`config.mk`:
```
export PLATFORM = sky130hd
export DESIGN_NAME = pc_chain_master_flat
export DESIGN_NICKNAME = d
export VERILOG_FILES = /design/src/rtl/pc_chain_master_if.sv /design/src/rtl/pc_chain_master.sv /design/src/flat_wrapper.sv
export SDC_FILE = /design/constraint.sdc
export NUM_CORES = 1
export LEC_CHECK = 0
export ABC_AREA = 1
export CAP_MARGIN = 20
export CORE_MARGIN = 8
export CORE_UTILIZATION = 50
export CTS_CLUSTER_SIZE = 10
export DETAILED_ROUTE_END_ITERATION = 7
export PLACE_DENSITY = 0.94
export RECOVER_POWER = 25
export SLEW_MARGIN = 20
export SYNTH_ARGS = -nofsm -noshare
export SYNTH_HDL_FRONTEND = slang
export SYNTH_SLANG_ARGS = --single-unit
```
`constraint.sdc`:
```
create_clock -name clk -period 4.9 [get_ports clk]
set_clock_uncertainty 0.05 [all_clocks]
set_input_delay 0.98 -clock clk [delete_from_list [all_inputs] [get_ports clk]]
set_output_delay 0.98 -clock clk [all_outputs]
set_load 0.02 [all_outputs]
```
`src/rtl/pc_chain_master_if.sv`:
```
// ---- pc_chain_master_if : host command/response and pc ring bundle -- rev 1.0 ----
`default_nettype none

interface pc_chain_master_if;
  logic        io_cmd_valid;
  logic        io_cmd_ready;
  logic [1:0]  io_cmd_bits_op;
  logic [15:0] io_cmd_bits_moduleId;
  logic [7:0]  io_cmd_bits_portId;
  logic        io_pcOut_valid;
  logic        io_pcOut_bits_request;
  logic [15:0] io_pcOut_bits_moduleId;
  logic [7:0]  io_pcOut_bits_portId;
  logic [15:0] io_pcOut_bits_pcValue;
  logic [3:0]  io_pcOut_bits_pcType;
  logic        io_pcIn_valid;
  logic        io_pcIn_bits_request;
  logic [15:0] io_pcIn_bits_moduleId;
  logic [7:0]  io_pcIn_bits_portId;
  logic [15:0] io_pcIn_bits_pcValue;
  logic [3:0]  io_pcIn_bits_pcType;
  logic        io_rsp_valid;
  logic        io_rsp_ready;
  logic [15:0] io_rsp_bits_moduleId;
  logic [7:0]  io_rsp_bits_portId;
  logic [15:0] io_rsp_bits_pcValue;
  logic [1:0]  io_rsp_bits_status;
  logic        io_rsp_bits_last;
  logic        io_busy;
  logic        io_stray;

  modport master (
    input  io_cmd_valid, io_cmd_bits_op, io_cmd_bits_moduleId, io_cmd_bits_portId,
    output io_cmd_ready,
    output io_pcOut_valid, io_pcOut_bits_request, io_pcOut_bits_moduleId,
           io_pcOut_bits_portId, io_pcOut_bits_pcValue, io_pcOut_bits_pcType,
    input  io_pcIn_valid, io_pcIn_bits_request, io_pcIn_bits_moduleId,
           io_pcIn_bits_portId, io_pcIn_bits_pcValue, io_pcIn_bits_pcType,
    output io_rsp_valid, io_rsp_bits_moduleId, io_rsp_bits_portId,
           io_rsp_bits_pcValue, io_rsp_bits_status, io_rsp_bits_last,
    input  io_rsp_ready,
    output io_busy, io_stray
  );

  modport slave (
    output io_cmd_valid, io_cmd_bits_op, io_cmd_bits_moduleId, io_cmd_bits_portId,
    input  io_cmd_ready,
    input  io_pcOut_valid, io_pcOut_bits_request, io_pcOut_bits_moduleId,
           io_pcOut_bits_portId, io_pcOut_bits_pcValue, io_pcOut_bits_pcType,
    output io_pcIn_valid, io_pcIn_bits_request, io_pcIn_bits_moduleId,
           io_pcIn_bits_portId, io_pcIn_bits_pcValue, io_pcIn_bits_pcType,
    input  io_rsp_valid, io_rsp_bits_moduleId, io_rsp_bits_portId,
           io_rsp_bits_pcValue, io_rsp_bits_status, io_rsp_bits_last,
    output io_rsp_ready,
    input  io_busy, io_stray
  );
endinterface

`default_nettype wire

```
`src/rtl/pc_chain_master.sv`:
```
// ---- pc_chain_master : head of the perf-counter ring, one outstanding request -- rev 1.0 ----
`default_nettype none

module pc_chain_master #(
  parameter int unsigned NUM_MODULES     = 8,
  parameter int unsigned FIRST_MODULE_ID = 1,
  parameter int unsigned NUM_PORTS       = 2,
  parameter int unsigned TIMEOUT         = 255
) (
  input  logic               clk,
  input  logic               reset,
  pc_chain_master_if.master  bus
);
  localparam int unsigned       CNT_W     = ($clog2(TIMEOUT + 1) > 8) ? $clog2(TIMEOUT + 1) : 8;
  localparam logic [CNT_W-1:0]  TIMEOUT_C = CNT_W'(TIMEOUT);
  localparam logic [15:0]       FIRST_MOD = 16'(FIRST_MODULE_ID);
  localparam logic [15:0]       LAST_MOD  = 16'(FIRST_MODULE_ID + NUM_MODULES - 1);
  localparam logic [7:0]        LAST_PORT = 8'(NUM_PORTS - 1);
  localparam logic [1:0]        OP_SWEEP  = 2'd0;
  localparam logic [1:0]        OP_SINGLE = 2'd1;
  localparam logic [1:0]        OP_CLEAR  = 2'd2;
  localparam logic [3:0]        PC_READ   = 4'd0;
  localparam logic [3:0]        PC_CLEAR  = 4'd2;
  localparam logic [1:0]        ST_OK     = 2'd0;
  localparam logic [1:0]        ST_TMO    = 2'd1;
  localparam logic [1:0]        ST_NORSP  = 2'd2;

  typedef enum logic [1:0] {S_IDLE = 2'd0, S_ISSUE = 2'd1, S_WAIT = 2'd2, S_RESPOND = 2'd3} state_e;

  state_e            state_q, state_d;
  logic [1:0]        op_q, op_d;
  logic [15:0]       mod_q, mod_d;
  logic [7:0]        port_q, port_d;
  logic [CNT_W-1:0]  cnt_q, cnt_d;
  logic              pco_valid_q, pco_valid_d;
  logic              pco_req_q, pco_req_d;
  logic [15:0]       pco_mod_q, pco_mod_d;
  logic [7:0]        pco_port_q, pco_port_d;
  logic [3:0]        pco_type_q, pco_type_d;
  logic [15:0]       rsp_value_q, rsp_value_d;
  logic [1:0]        rsp_status_q, rsp_status_d;
  logic              rsp_last_q, rsp_last_d;
  logic              stray_q, stray_d;

  logic w_match;
  logic w_last;

  assign w_match = bus.io_pcIn_valid && (bus.io_pcIn_bits_moduleId == mod_q)
                   && (bus.io_pcIn_bits_portId == port_q);
  assign w_last  = (op_q != OP_SWEEP) || ((mod_q == LAST_MOD) && (port_q == LAST_PORT));

  always_ff @(posedge clk) begin
    if (!reset) begin
      state_q      <= S_IDLE;
      op_q         <= '0;
      mod_q        <= '0;
      port_q       <= '0;
      cnt_q        <= '0;
      pco_valid_q  <= 1'b0;
      pco_req_q    <= 1'b0;
      pco_mod_q    <= '0;
      pco_port_q   <= '0;
      pco_type_q   <= '0;
      rsp_value_q  <= '0;
      rsp_status_q <= '0;
      rsp_last_q   <= 1'b0;
      stray_q      <= 1'b0;
    end else begin
      state_q      <= state_d;
      op_q         <= op_d;
      mod_q        <= mod_d;
      port_q       <= port_d;
      cnt_q        <= cnt_d;
      pco_valid_q  <= pco_valid_d;
      pco_req_q    <= pco_req_d;
      pco_mod_q    <= pco_mod_d;
      pco_port_q   <= pco_port_d;
      pco_type_q   <= pco_type_d;
      rsp_value_q  <= rsp_value_d;
      rsp_status_q <= rsp_status_d;
      rsp_last_q   <= rsp_last_d;
      stray_q      <= stray_d;
    end
  end

  always_comb begin
    state_d      = state_q;
    op_d         = op_q;
    mod_d        = mod_q;
    port_d       = port_q;
    cnt_d        = cnt_q;
    pco_valid_d  = 1'b0;
    pco_req_d    = pco_req_q;
    pco_mod_d    = pco_mod_q;
    pco_port_d   = pco_port_q;
    pco_type_d   = pco_type_q;
    rsp_value_d  = rsp_value_q;
    rsp_status_d = rsp_status_q;
    rsp_last_d   = rsp_last_q;
    // Every ring packet is stray unless WAIT consumes it below.
    stray_d      = bus.io_pcIn_valid;

    case (state_q)
      S_IDLE: begin
        if (bus.io_cmd_valid) begin
          op_d = bus.io_cmd_bits_op;
          case (bus.io_cmd_bits_op)
            OP_SWEEP: begin
              mod_d   = FIRST_MOD;
              port_d  = 8'd0;
              state_d = S_ISSUE;
            end
            OP_SINGLE: begin
              mod_d   = bus.io_cmd_bits_moduleId;
              port_d  = bus.io_cmd_bits_portId;
              state_d = S_ISSUE;
            end
            OP_CLEAR: begin
              mod_d   = 16'hFFFF;
              port_d  = 8'd0;
              state_d = S_ISSUE;
            end
            default: begin
              mod_d        = bus.io_cmd_bits_moduleId;
              port_d       = bus.io_cmd_bits_portId;
              rsp_value_d  = 16'd0;
              rsp_status_d = ST_NORSP;
              rsp_last_d   = 1'b1;
              state_d      = S_RESPOND;
            end
          endcase
        end
      end
      S_ISSUE: state_d = S_WAIT;
      S_WAIT: begin
        cnt_d = cnt_q + CNT_W'(1);
        if (w_match) begin
          stray_d    = 1'b0;
          rsp_last_d = w_last;
          state_d    = S_RESPOND;
          // A clear finishes when its own broadcast packet comes home.
          if (op_q == OP_CLEAR) begin
            rsp_status_d = ST_OK;
            rsp_value_d  = 16'd0;
          end else if (bus.io_pcIn_bits_request) begin
            rsp_status_d = ST_NORSP;
            rsp_value_d  = 16'd0;
          end else begin
            rsp_status_d = ST_OK;
            rsp_value_d  = bus.io_pcIn_bits_pcValue;
          end
        end else if (cnt_d == TIMEOUT_C) begin
          rsp_status_d = ST_TMO;
          rsp_value_d  = 16'd0;
          rsp_last_d   = w_last;
          state_d      = S_RESPOND;
        end
      end
      S_RESPOND: begin
        if (bus.io_rsp_ready) begin
          if (rsp_last_q) begin
            state_d = S_IDLE;
          end else begin
            state_d = S_ISSUE;
            if (port_q == LAST_PORT) begin
              port_d = 8'd0;
              mod_d  = mod_q + 16'd1;
            end else begin
              port_d = port_q + 8'd1;
            end
          end
        end
      end
      default: state_d = S_IDLE;
    endcase

    if (state_d == S_ISSUE) begin
      pco_valid_d = 1'b1;
      pco_req_d   = 1'b1;
      pco_mod_d   = mod_d;
      pco_port_d  = port_d;
      pco_type_d  = (op_d == OP_CLEAR) ? PC_CLEAR : PC_READ;
      cnt_d       = '0;
    end
  end

  assign bus.io_cmd_ready           = (state_q == S_IDLE);
  assign bus.io_busy                = (state_q != S_IDLE);
  assign bus.io_stray               = stray_q;
  assign bus.io_pcOut_valid         = pco_valid_q;
  assign bus.io_pcOut_bits_request  = pco_req_q;
  assign bus.io_pcOut_bits_moduleId = pco_mod_q;
  assign bus.io_pcOut_bits_portId   = pco_port_q;
  assign bus.io_pcOut_bits_pcValue  = 16'd0;
  assign bus.io_pcOut_bits_pcType   = pco_type_q;
  assign bus.io_rsp_valid           = (state_q == S_RESPOND);
  assign bus.io_rsp_bits_moduleId   = mod_q;
  assign bus.io_rsp_bits_portId     = port_q;
  assign bus.io_rsp_bits_pcValue    = rsp_value_q;
  assign bus.io_rsp_bits_status     = rsp_status_q;
  assign bus.io_rsp_bits_last       = rsp_last_q;
endmodule

`default_nettype wire

```
`src/flat_wrapper.sv`:
```
// flat-port wrapper written by rule: the top's interface ports become plain ports
module pc_chain_master_flat 
#(
  parameter int unsigned NUM_MODULES     = 8,
  parameter int unsigned FIRST_MODULE_ID = 1,
  parameter int unsigned NUM_PORTS       = 2,
  parameter int unsigned TIMEOUT         = 255
)
  (clk, reset, bus_io_cmd_valid, bus_io_cmd_bits_op, bus_io_cmd_bits_moduleId, bus_io_cmd_bits_portId, bus_io_cmd_ready, bus_io_pcOut_valid, bus_io_pcOut_bits_request, bus_io_pcOut_bits_moduleId, bus_io_pcOut_bits_portId, bus_io_pcOut_bits_pcValue, bus_io_pcOut_bits_pcType, bus_io_pcIn_valid, bus_io_pcIn_bits_request, bus_io_pcIn_bits_moduleId, bus_io_pcIn_bits_portId, bus_io_pcIn_bits_pcValue, bus_io_pcIn_bits_pcType, bus_io_rsp_valid, bus_io_rsp_bits_moduleId, bus_io_rsp_bits_portId, bus_io_rsp_bits_pcValue, bus_io_rsp_bits_status, bus_io_rsp_bits_last, bus_io_rsp_ready, bus_io_busy, bus_io_stray);
  pc_chain_master_if bus_i ();
  input  logic clk;
  input  logic reset;
  input wire logic [$bits(bus_i.io_cmd_valid)-1:0] bus_io_cmd_valid;
  input wire logic [$bits(bus_i.io_cmd_bits_op)-1:0] bus_io_cmd_bits_op;
  input wire logic [$bits(bus_i.io_cmd_bits_moduleId)-1:0] bus_io_cmd_bits_moduleId;
  input wire logic [$bits(bus_i.io_cmd_bits_portId)-1:0] bus_io_cmd_bits_portId;
  output wire logic [$bits(bus_i.io_cmd_ready)-1:0] bus_io_cmd_ready;
  output wire logic [$bits(bus_i.io_pcOut_valid)-1:0] bus_io_pcOut_valid;
  output wire logic [$bits(bus_i.io_pcOut_bits_request)-1:0] bus_io_pcOut_bits_request;
  output wire logic [$bits(bus_i.io_pcOut_bits_moduleId)-1:0] bus_io_pcOut_bits_moduleId;
  output wire logic [$bits(bus_i.io_pcOut_bits_portId)-1:0] bus_io_pcOut_bits_portId;
  output wire logic [$bits(bus_i.io_pcOut_bits_pcValue)-1:0] bus_io_pcOut_bits_pcValue;
  output wire logic [$bits(bus_i.io_pcOut_bits_pcType)-1:0] bus_io_pcOut_bits_pcType;
  input wire logic [$bits(bus_i.io_pcIn_valid)-1:0] bus_io_pcIn_valid;
  input wire logic [$bits(bus_i.io_pcIn_bits_request)-1:0] bus_io_pcIn_bits_request;
  input wire logic [$bits(bus_i.io_pcIn_bits_moduleId)-1:0] bus_io_pcIn_bits_moduleId;
  input wire logic [$bits(bus_i.io_pcIn_bits_portId)-1:0] bus_io_pcIn_bits_portId;
  input wire logic [$bits(bus_i.io_pcIn_bits_pcValue)-1:0] bus_io_pcIn_bits_pcValue;
  input wire logic [$bits(bus_i.io_pcIn_bits_pcType)-1:0] bus_io_pcIn_bits_pcType;
  output wire logic [$bits(bus_i.io_rsp_valid)-1:0] bus_io_rsp_valid;
  output wire logic [$bits(bus_i.io_rsp_bits_moduleId)-1:0] bus_io_rsp_bits_moduleId;
  output wire logic [$bits(bus_i.io_rsp_bits_portId)-1:0] bus_io_rsp_bits_portId;
  output wire logic [$bits(bus_i.io_rsp_bits_pcValue)-1:0] bus_io_rsp_bits_pcValue;
  output wire logic [$bits(bus_i.io_rsp_bits_status)-1:0] bus_io_rsp_bits_status;
  output wire logic [$bits(bus_i.io_rsp_bits_last)-1:0] bus_io_rsp_bits_last;
  input wire logic [$bits(bus_i.io_rsp_ready)-1:0] bus_io_rsp_ready;
  output wire logic [$bits(bus_i.io_busy)-1:0] bus_io_busy;
  output wire logic [$bits(bus_i.io_stray)-1:0] bus_io_stray;
  assign bus_i.io_cmd_valid = bus_io_cmd_valid;
  assign bus_i.io_cmd_bits_op = bus_io_cmd_bits_op;
  assign bus_i.io_cmd_bits_moduleId = bus_io_cmd_bits_moduleId;
  assign bus_i.io_cmd_bits_portId = bus_io_cmd_bits_portId;
  assign bus_io_cmd_ready = bus_i.io_cmd_ready;
  assign bus_io_pcOut_valid = bus_i.io_pcOut_valid;
  assign bus_io_pcOut_bits_request = bus_i.io_pcOut_bits_request;
  assign bus_io_pcOut_bits_moduleId = bus_i.io_pcOut_bits_moduleId;
  assign bus_io_pcOut_bits_portId = bus_i.io_pcOut_bits_portId;
  assign bus_io_pcOut_bits_pcValue = bus_i.io_pcOut_bits_pcValue;
  assign bus_io_pcOut_bits_pcType = bus_i.io_pcOut_bits_pcType;
  assign bus_i.io_pcIn_valid = bus_io_pcIn_valid;
  assign bus_i.io_pcIn_bits_request = bus_io_pcIn_bits_request;
  assign bus_i.io_pcIn_bits_moduleId = bus_io_pcIn_bits_moduleId;
  assign bus_i.io_pcIn_bits_portId = bus_io_pcIn_bits_portId;
  assign bus_i.io_pcIn_bits_pcValue = bus_io_pcIn_bits_pcValue;
  assign bus_i.io_pcIn_bits_pcType = bus_io_pcIn_bits_pcType;
  assign bus_io_rsp_valid = bus_i.io_rsp_valid;
  assign bus_io_rsp_bits_moduleId = bus_i.io_rsp_bits_moduleId;
  assign bus_io_rsp_bits_portId = bus_i.io_rsp_bits_portId;
  assign bus_io_rsp_bits_pcValue = bus_i.io_rsp_bits_pcValue;
  assign bus_io_rsp_bits_status = bus_i.io_rsp_bits_status;
  assign bus_io_rsp_bits_last = bus_i.io_rsp_bits_last;
  assign bus_i.io_rsp_ready = bus_io_rsp_ready;
  assign bus_io_busy = bus_i.io_busy;
  assign bus_io_stray = bus_i.io_stray;
  pc_chain_master #(.NUM_MODULES(NUM_MODULES), .FIRST_MODULE_ID(FIRST_MODULE_ID), .NUM_PORTS(NUM_PORTS), .TIMEOUT(TIMEOUT)) u_core (.clk(clk), .reset(reset), .bus(bus_i));
endmodule
```
==> metrics <==
status=completed; starting density of the core=0.511; Die ar.=13400 µm²; Clock Latency Late Sink=0.36 ns; Worst path top cell family by delay=buffers and inverters; Critical Path End Type=output port; worst vdd ir=0.268 mV; sequential area share after synthesis=0.334; detailed placement HPWL=11800 µm; critical-path cell list=ha_1, clkdlybuf4s50_1; WP buf/inv=1; share of layout cells above drive strength 1=0.0562; Crit path largest cell delay=0.80 ns; initial DRC count=531; area grow syn2layout=32.5%; most common cell after layout, fill and taps aside=nand2_1; GPL Wtd Cong=0.961; most frequent cells in the layout=nand2_1, clkdlybuf4s50_1, dfxtp_1; Max clock buf depth=2; Die W=116 µm; Startpoint Class=register; Vias/cell=5.43; unrepaired setup endpoints after global routing=false; Pre-Repair DR Iteration Count=5; CORE AREA=9730 µm²; Power Dens Cells=414 nW/µm²; # rows=36; GRT Residual Overflow=0; YS warnings=0; Hold/Removal Path Class=register to register; TritonCTS clock tree=done; Root Driver=clkbuf_8; setup_tns=0 ns; Synth Area in Compound Gates=0.137; Worst Tran Pin Value=1.44 ns; Sink Count=83; main area contributors after synthesis=dfxtp_1, nand2_1, inv_1; Arr. time, crit path=2.25 ns; Yosys top cell by area=dfxtp_1; WL/cell=15.6 µm; vias in the first global route=5150; Worst Path Required=3.87 ns; CTS Hold Bufs=0; critical path type=register to output port; largest net degree at the start of global routing=37; All-Layer GR Usage=0.235; largest family of logic cells by synthesized area=simple AND/OR/NAND/NOR gates; WL final=15900 µm; CP max-delay cell=clkdlybuf4s50_1; post-synth top area share=0.334; Finished Core Util=0.677; # diodes=0; XOR/XNOR Fraction of Synth Area=0.0159; Fillers=864; f_max=0.305 GHz; Die Span Y=116 µm; IO buf count=145; Via Count=5553; final period utilization=0.669; Final min period=3.28 ns; Worst Path Max Fanout=18; Reg clk slew, reported paths=0.09 ns; Hold Fails Final Rpt=0; final slew viol count=0; final net count=970; GR peak layer=met2; met2 GRT Util=0.388; Post-Synthesis Cells=759; global-route wire length before repair=25300 µm; post-synthesis simple-gate area fraction=0.360; synthesized flop and latch total=83; Post-CTS Setup Bufs=0; H-tree depth=3; Final ANT Viol Nets=0; final setup vio count=0; Num CTS Buffers=9; post-cts resize count=0; Global Route met3 Usage=0.0714; Mapped Area=4970 µm²; relative slew slack=0.0426; initial antenna violation count=0; Yosys cell types=40; met1 usage=0.280; P_leak=2.88 nW; Post-Synth Adder-Cell Area=0.0227; I/O pins=169; maxcap violations=0; DRC=0; syn_area_per_cell=6.55 µm²; multiplexer share of the synthesized area=0
==> kinds of logic (layout without fill, tap and decap cells) <==
family | count (synthesis) | in the layout
buffers and inverters | 138 | 251
AO/OA/AOI/OAI | 117 | 117
other | 1 | 19
flip-flops | 83 | 83
adder cells (fa/ha/maj) | 9 | 9
XOR/XNOR | 9 | 9
AND/OR/NAND/NOR | 402 | 402
==> worst reg2reg max path, stage by stage, from the launching register on <==
cell and delay [ns]:
dfxtp_1 0.42, ha_1 0.67, inv_1 0.21, or2_1 0.28, o21ai_0 0.14, nor2_1 0.09, nand2_4 0.28, nand3_4 0.42
nand2_2 0.33, nor2_1 0.07
==> metal layers <==
metal | vias to the layer above | routed length, µm
met5 | - | 0
met4 | 0 | 417
met3 | 43 | 1690
met2 | 285 | 7360
met1 | 2510 | 6450
li1 | 2715 | -
==> Yosys cell counts, drive strengths merged <==
cell type and count:
a21o 1, a21oi 30, a221oi 11, a22oi 1, a31oi 18, buf 38
clkbuf 15, clkinv 2, conb 1, dfxtp 83, ha 9, inv 83
nand2 211, nand3 68, nand3b 1, nand4 34, nor2 78, nor3 5
nor4 4, o21a 1, o21ai 49, o21bai 1, o221ai 1, o22ai 1
o31ai 2, o32ai 1, or2 1, xnor2 3, xor2 6
==> worst paths after layout <==
path | to | startpoint | slack (ns) | cells after the start
max reg2reg | u_core.cnt_q[4] | u_core.state_q[1] | 1.83 | 9
min | u_core.bus.io_rsp_bits_status[0] | u_core.bus.io_rsp_bits_status[0] | 0.42 | 2
max | bus_io_rsp_valid | u_core.state_q[1] | 1.62 | 2
min reg2reg | u_core.bus.io_rsp_bits_status[0] | u_core.bus.io_rsp_bits_status[0] | 0.42 | 2
==> registers in the layout, indices dropped and copies added, names as in the netlist <==
| name | cells |
|---|---|
| u_core.bus.io_pcOut_valid | 1 |
| u_core.bus.io_stray | 1 |
| u_core.cnt_q | 8 |
| u_core.bus.io_pcOut_bits_request | 1 |
| u_core.op_q | 2 |
| u_core.bus.io_rsp_bits_last | 1 |
| u_core.bus.io_rsp_bits_status | 2 |
| u_core.bus.io_pcOut_bits_moduleId | 16 |
| u_core.bus.io_pcOut_bits_portId | 8 |
| u_core.bus.io_pcOut_bits_pcType | 1 |
| u_core.bus.io_rsp_bits_portId | 8 |
| u_core.state_q | 2 |
| u_core.bus.io_rsp_bits_pcValue | 16 |
| u_core.bus.io_rsp_bits_moduleId | 16 |
==> final cells by class <==
cell class	instances	area (µm²)	area share
Clock inverter	7	97.6	0.0148
Clock buffer	9	124	0.0188
Timing Repair Buffer	150	1480	0.225
Multi-Input combinational cell	556	2740	0.415
Sequential cell	83	1660	0.252
Inverter	85	319	0.0484
Tap cell	133	166	0.0253
==> where the power goes <==
group          leakage, nW  internal [mW]  switching [mW]  total (mW)
clock network        0.106          0.290           0.268       0.558
registers            0.678          0.809           0.146       0.955
logic                 2.10          0.455           0.762        1.22
total                 2.88           1.55            1.18        2.73
==> per-stage QoR <==
step	setup slack (ns)	hold WS (ns)	power (mW)	area, µm²	instances
after floorplan	2.62	0.451	1.73	5040	777
after global placement	1.40	0.387	2.17	6370	1007
after detailed placement	1.36	0.407	2.19	6370	1007
after CTS	1.66	0.421	2.75	6590	1023
after global routing	1.35	0.438	2.91	6590	1023
final	1.62	0.417	2.73	6590	1023
(Power assumes the default switching activity.)
